## config.mk

```make
export PLATFORM = sky130hd
export DESIGN_NAME = operand_fetch
export DESIGN_NICKNAME = d
export VERILOG_FILES = /design/src/rtl/operand_fetch_pkg.sv /design/src/rtl/regfile_1r1w.sv /design/src/rtl/operand_fetch.sv
export SDC_FILE = /design/constraint.sdc
export NUM_CORES = 1
export LEC_CHECK = 0
export ABC_AREA = 1
export CAP_MARGIN = 20
export CORE_UTILIZATION = 35
export DETAILED_ROUTE_END_ITERATION = 7
export GPL_TIMING_DRIVEN = 0
export SYNTH_ARGS = -nofsm -noshare
export SYNTH_HDL_FRONTEND = slang
export SYNTH_SLANG_ARGS = --single-unit
```

## constraint.sdc

```tcl
create_clock -name clk -period 2.35 [get_ports clk]
set_input_delay 0.47 -clock clk [delete_from_list [all_inputs] [get_ports clk]]
set_output_delay 0.47 -clock clk [all_outputs]
set_load 0.05 [all_outputs]
```

## src/rtl/operand_fetch_pkg.sv

```systemverilog
// rtl/operand_fetch_pkg.sv - shared constants, state enum and shift codes for operand fetch
package operand_fetch_pkg;

    localparam int DW   = 16;
    localparam int NREG = 8;
    localparam int AW   = 3;

    typedef enum logic [1:0] {
        IDLE = 2'd0,
        RD_A = 2'd1,
        RD_B = 2'd2,
        OUT  = 2'd3
    } state_t;

    localparam logic [1:0] SH_NONE = 2'b00;
    localparam logic [1:0] SH_LSL  = 2'b01;
    localparam logic [1:0] SH_LSR  = 2'b10;
    localparam logic [1:0] SH_ASR  = 2'b11;

endpackage

```

## src/rtl/regfile_1r1w.sv

```systemverilog
// rtl/regfile_1r1w.sv - NREG x DW register array, one combinational read, one synchronous write
module regfile_1r1w
    import operand_fetch_pkg::*;
(
    input  logic          clk,
    input  logic          rst_n,
    input  logic [AW-1:0] rd_addr,
    output logic [DW-1:0] rd_data,
    input  logic          wr_en,
    input  logic [AW-1:0] wr_addr,
    input  logic [DW-1:0] wr_data
);

    logic [DW-1:0] r_mem [NREG];

    always_ff @(posedge clk or negedge rst_n) begin
        if (!rst_n) begin
            for (int i = 0; i < NREG; i++) begin
                r_mem[i] <= '0;
            end
        end else if (wr_en) begin
            r_mem[wr_addr] <= wr_data;
        end
    end

    assign rd_data = r_mem[rd_addr];

endmodule

```

## src/rtl/operand_fetch.sv

```systemverilog
// rtl/operand_fetch.sv - sequences single-port register reads into operand latches A/B for the shifter
module operand_fetch
    import operand_fetch_pkg::*;
(
    input  logic          clk,
    input  logic          rst_n,
    input  logic          req_valid,
    output logic          req_ready,
    input  logic [AW-1:0] req_rn,
    input  logic [AW-1:0] req_rm,
    input  logic [1:0]    req_shift,
    input  logic          wr_en,
    input  logic [AW-1:0] wr_addr,
    input  logic [DW-1:0] wr_data,
    output logic          op_valid,
    input  logic          op_ready,
    output logic [DW-1:0] op_a,
    output logic [DW-1:0] op_b,
    output logic [1:0]    op_shift,
    output logic          busy
);

    state_t        r_state;
    state_t        w_next_state;
    logic [AW-1:0] r_rn;
    logic [AW-1:0] r_rm;
    logic [AW-1:0] w_rd_addr;
    logic [DW-1:0] w_rf_data;
    logic [DW-1:0] w_rd_byp;
    logic          w_accept;

    assign w_accept  = req_valid && (r_state == IDLE);
    assign w_rd_addr = (r_state == RD_B) ? r_rm : r_rn;

    // Write-first: a same-cycle writeback to the register being read wins.
    assign w_rd_byp = (wr_en && (wr_addr == w_rd_addr)) ? wr_data : w_rf_data;

    regfile_1r1w u_regfile (
        .clk     (clk),
        .rst_n   (rst_n),
        .rd_addr (w_rd_addr),
        .rd_data (w_rf_data),
        .wr_en   (wr_en),
        .wr_addr (wr_addr),
        .wr_data (wr_data)
    );

    always_ff @(posedge clk or negedge rst_n) begin
        if (!rst_n) begin
            r_state <= IDLE;
        end else begin
            r_state <= w_next_state;
        end
    end

    always_comb begin
        w_next_state = r_state;
        case (r_state)
            IDLE:    if (req_valid) w_next_state = RD_A;
            RD_A:    w_next_state = RD_B;
            RD_B:    w_next_state = OUT;
            OUT:     if (op_ready) w_next_state = IDLE;
            default: w_next_state = IDLE;
        endcase
    end

    always_ff @(posedge clk or negedge rst_n) begin
        if (!rst_n) begin
            r_rn     <= '0;
            r_rm     <= '0;
            op_shift <= SH_NONE;
            op_a     <= '0;
            op_b     <= '0;
        end else begin
            if (w_accept) begin
                r_rn     <= req_rn;
                r_rm     <= req_rm;
                op_shift <= req_shift;
            end
            if (r_state == RD_A) op_a <= w_rd_byp;
            if (r_state == RD_B) op_b <= w_rd_byp;
        end
    end

    assign req_ready = (r_state == IDLE);
    assign op_valid  = (r_state == OUT);
    assign busy      = (r_state != IDLE);

endmodule

```

==> results.toml <==
[power_and_ir_drop]
leakage_nw = 5.094
max-vdd-ir-drop_v = 0.0005771
p_per_area_nw_per_um2 = 1466

[routing]
wl_per_cell_um = 17.30
wl_mm = 25.78
firstDrtPassIters = 6
vias = 7496
drtIter0Drc = 701
route.detailed.drc = 0
viasPerCell = 5.031
ant_nets = 0

[cts]
cts.sink_count = 170
cts_buffer_depth = 2
cts_buffers = 17
root_buffer = "clkbuf_16"
cts_max_level = 4
post-cts-setup-buffer-count = 0
insertion_delay_ps = 430
cts_tree = "yes"
path_clk_slew_ps = 70

[job]
drv_cap = 0

[global_route]
antenna_found_initial = 1
overflow = 0
grt_pass1_wl_mm = 39.95
grt_pass1_vias = 7189
grt_use_total = 0.2207
grt_max_degree = 122

[setup_path]
path_cells = "inv_1 > ha_1 > buf_6 > inv_4 > nand2_2 > buf_4 > buf_4 > nand3_1 > nand3_1 > nand3_1 > nand3_1 > nand2_1 > nand2_1 > nand2_1"
slowest_delay_ps = 400
critPathTopFamily = "simple AND/OR/NAND/NOR gates"
start_kind = "flip-flop"
required_ps = 2670
crit_slowest_cell = "dfrtp_1"
critical_path_class = "reg -> reg"
crit_path_end_kind = "flip-flop"
cp_num_buf_inv = 5
r2r.worst_path.cells = 14
crit_cells = 14
cp_max_fo = 10
crit_arrival_ps = 2620
cpMostUsedCell = "nand3_1"

[sta]
tns_ps = 0
drv_slew = 0
finalCritPeriodShare = 0.9770
slew_headroom = 0.5463
worst_pin_slew_ps = 680.6
max_freq_mhz = 435.5
setup_viol = 0
period_needed_ps = 2296
clock_skew_ps = 10.61
hold_viol = 0

[outcome]
status = "finished clean"

[final_layout]
final_common_cell = "nand2_1"
layout-drive-gt1-share = 0.08241
area_delta_synth_final_pct = 22.09
antenna-diode-count = 0
final_util = 0.4408
layout_common_cells = "nand2_1 (330), nand3_1 (173), dfrtp_1 (170), inv_1 (155), o21ai_0 (130)"
layout.nets = 1201

[placed_design]
dp_hpwl_mm = 18.11
gp_congestion = 0.9470
portBuffers = 68

[worst_hold_path]
hold_path_class = "reg -> reg"
whs_path_depth = 2

[yosys]
synth_compound_area_frac = 0.08559
synth_top_family_by_area = "simple AND/OR/NAND/NOR gates"
yosys.area_share.simple = 0.2805
yosys-mux-area-fraction = 0.002722
avgSynthCellArea_um2 = 7.690
ys_seq_area_frac = 0.5141
synth_seq_cells = 170
synth_cells = 1076
synthXorXnorAreaFrac = 0
synth-adder-area-share = 0.007561
ys_types = 24
synthesis.nets = 1113
yosys_warnings = 0
syn_area_um2 = 8274

[die]
io_pins = 69
die-area_um2 = 24260
die_h_um = 155.8
core-area_um2 = 22920
chipWidth_um = 155.8
std_cell_rows = 55
initial_utilization = 0.3611
logic make-up after synthesis:
logic type	count (synthesis)
flops	170
simple gates	542
fa+ha+maj	5
mux	2
buf+inv	218
compound gates	139
per-layer routing:
layer | part of all wire | global-route usage | vias to the layer above | wire length (um)
met2 | 0.46 | 0.3464 | 253 | 11880
met1 | 0.44 | 0.2986 | 3642 | 11450
met3 | 0.066 | 0.04806 | 54 | 1713
met4 | 0.028 | 0.08170 | 2 | 733
met5 | 0.00031 | 0 | - | 8
li1 | - | - | 3545 | -
flip-flops by register name (all words and copies together) (netlist names):
name             flops
u_regfile.r_mem    128
op_a                16
op_b                16
r_rm                 3
r_rn                 3
op_shift             2
r_state              2
repair_timing:
| item | in CTS | in global routing |
|---|---|---|
| resized for setup | 7 | 30 |
| hold endpoints to repair | 49 | 0 |
| hold buffers | 1 | 0 |
| endpoints found under the setup margin | 18 | 32 |
stage by stage:
step	total power (W)	cell area (um2)	hold slack, ps	cells	setup slack [ps]
2_1_floorplan	0.009119	8274	174.4	1076	453.3
3_3_place_gp	0.01147	9346	464.9	1457	-6451
3_5_place_dp	0.01156	9379	407.6	1458	-189.4
4_1_cts	0.01462	10030	483.3	1491	4.469
5_1_grt	0.01573	10100	504.5	1490	-4.380
6_report	0.01481	10100	479.0	1490	54.01
worst paths after layout:
path / start / endpoint / slack (ps)
max in group asynchronous: rst_n / u_regfile.r_mem[79] / 850
hold reg to reg: op_a[6] / op_a[6] / 480
hold / removal: op_a[6] / op_a[6] / 480
setup / recovery: r_state[0] / op_a[4] / 50
setup reg to reg: r_state[0] / op_a[4] / 50
min in group asynchronous: rst_n / r_rn[2] / 530
synth_stat cells:
master / number / area share
a21oi_1: 7 / 0.0042
buf_12: 1 / 0.0024
buf_2: 24 / 0.015
buf_4: 2 / 0.0018
buf_6: 2 / 0.0027
buf_8: 1 / 0.0018
clkbuf_1: 31 / 0.014
dfrtp_1: 170 / 0.51
ha_1: 5 / 0.0076
inv_1: 155 / 0.070
inv_4: 1 / 0.00076
inv_6: 1 / 0.0011
mux2_2: 2 / 0.0027
nand2_1: 331 / 0.15
nand2_2: 14 / 0.011
nand2_4: 2 / 0.0027
nand3_1: 179 / 0.11
nand3_2: 1 / 0.0012
nor2_1: 12 / 0.0054
nor2_2: 2 / 0.0015
nor3_1: 1 / 0.00060
o21ai_0: 130 / 0.079
o21ai_4: 1 / 0.0020
o22ai_1: 1 / 0.00076
area by class of cell:
cell class,count,area [um2]
Tap cell,313,391.6
Clock buffer,20,466.7
Multi-Input combinational cell,688,3157
Clock inverter,12,162.7
Buffer,60,352.8
Timing Repair Buffer,70,720.7
Sequential cell,170,4254
Fill cell,2327,12810
Inverter,157,596.8
worst reg2reg max path, delay by kind of cell, from the launching register on:
family,cells,cell delay (ps)
adders and majority gates,1,180
and+or+nand+nor,8,900
buffers and inverters,5,720
DFF,1,400
report_power, final:
part,switching [W],internal [W],total (W)
Clock,0.00125,0.00177,0.00302
Combinational,0.00523,0.00243,0.00766
Sequential,0.000407,0.00372,0.00412
No activity file was read; power rests on OpenSTA's default activity.
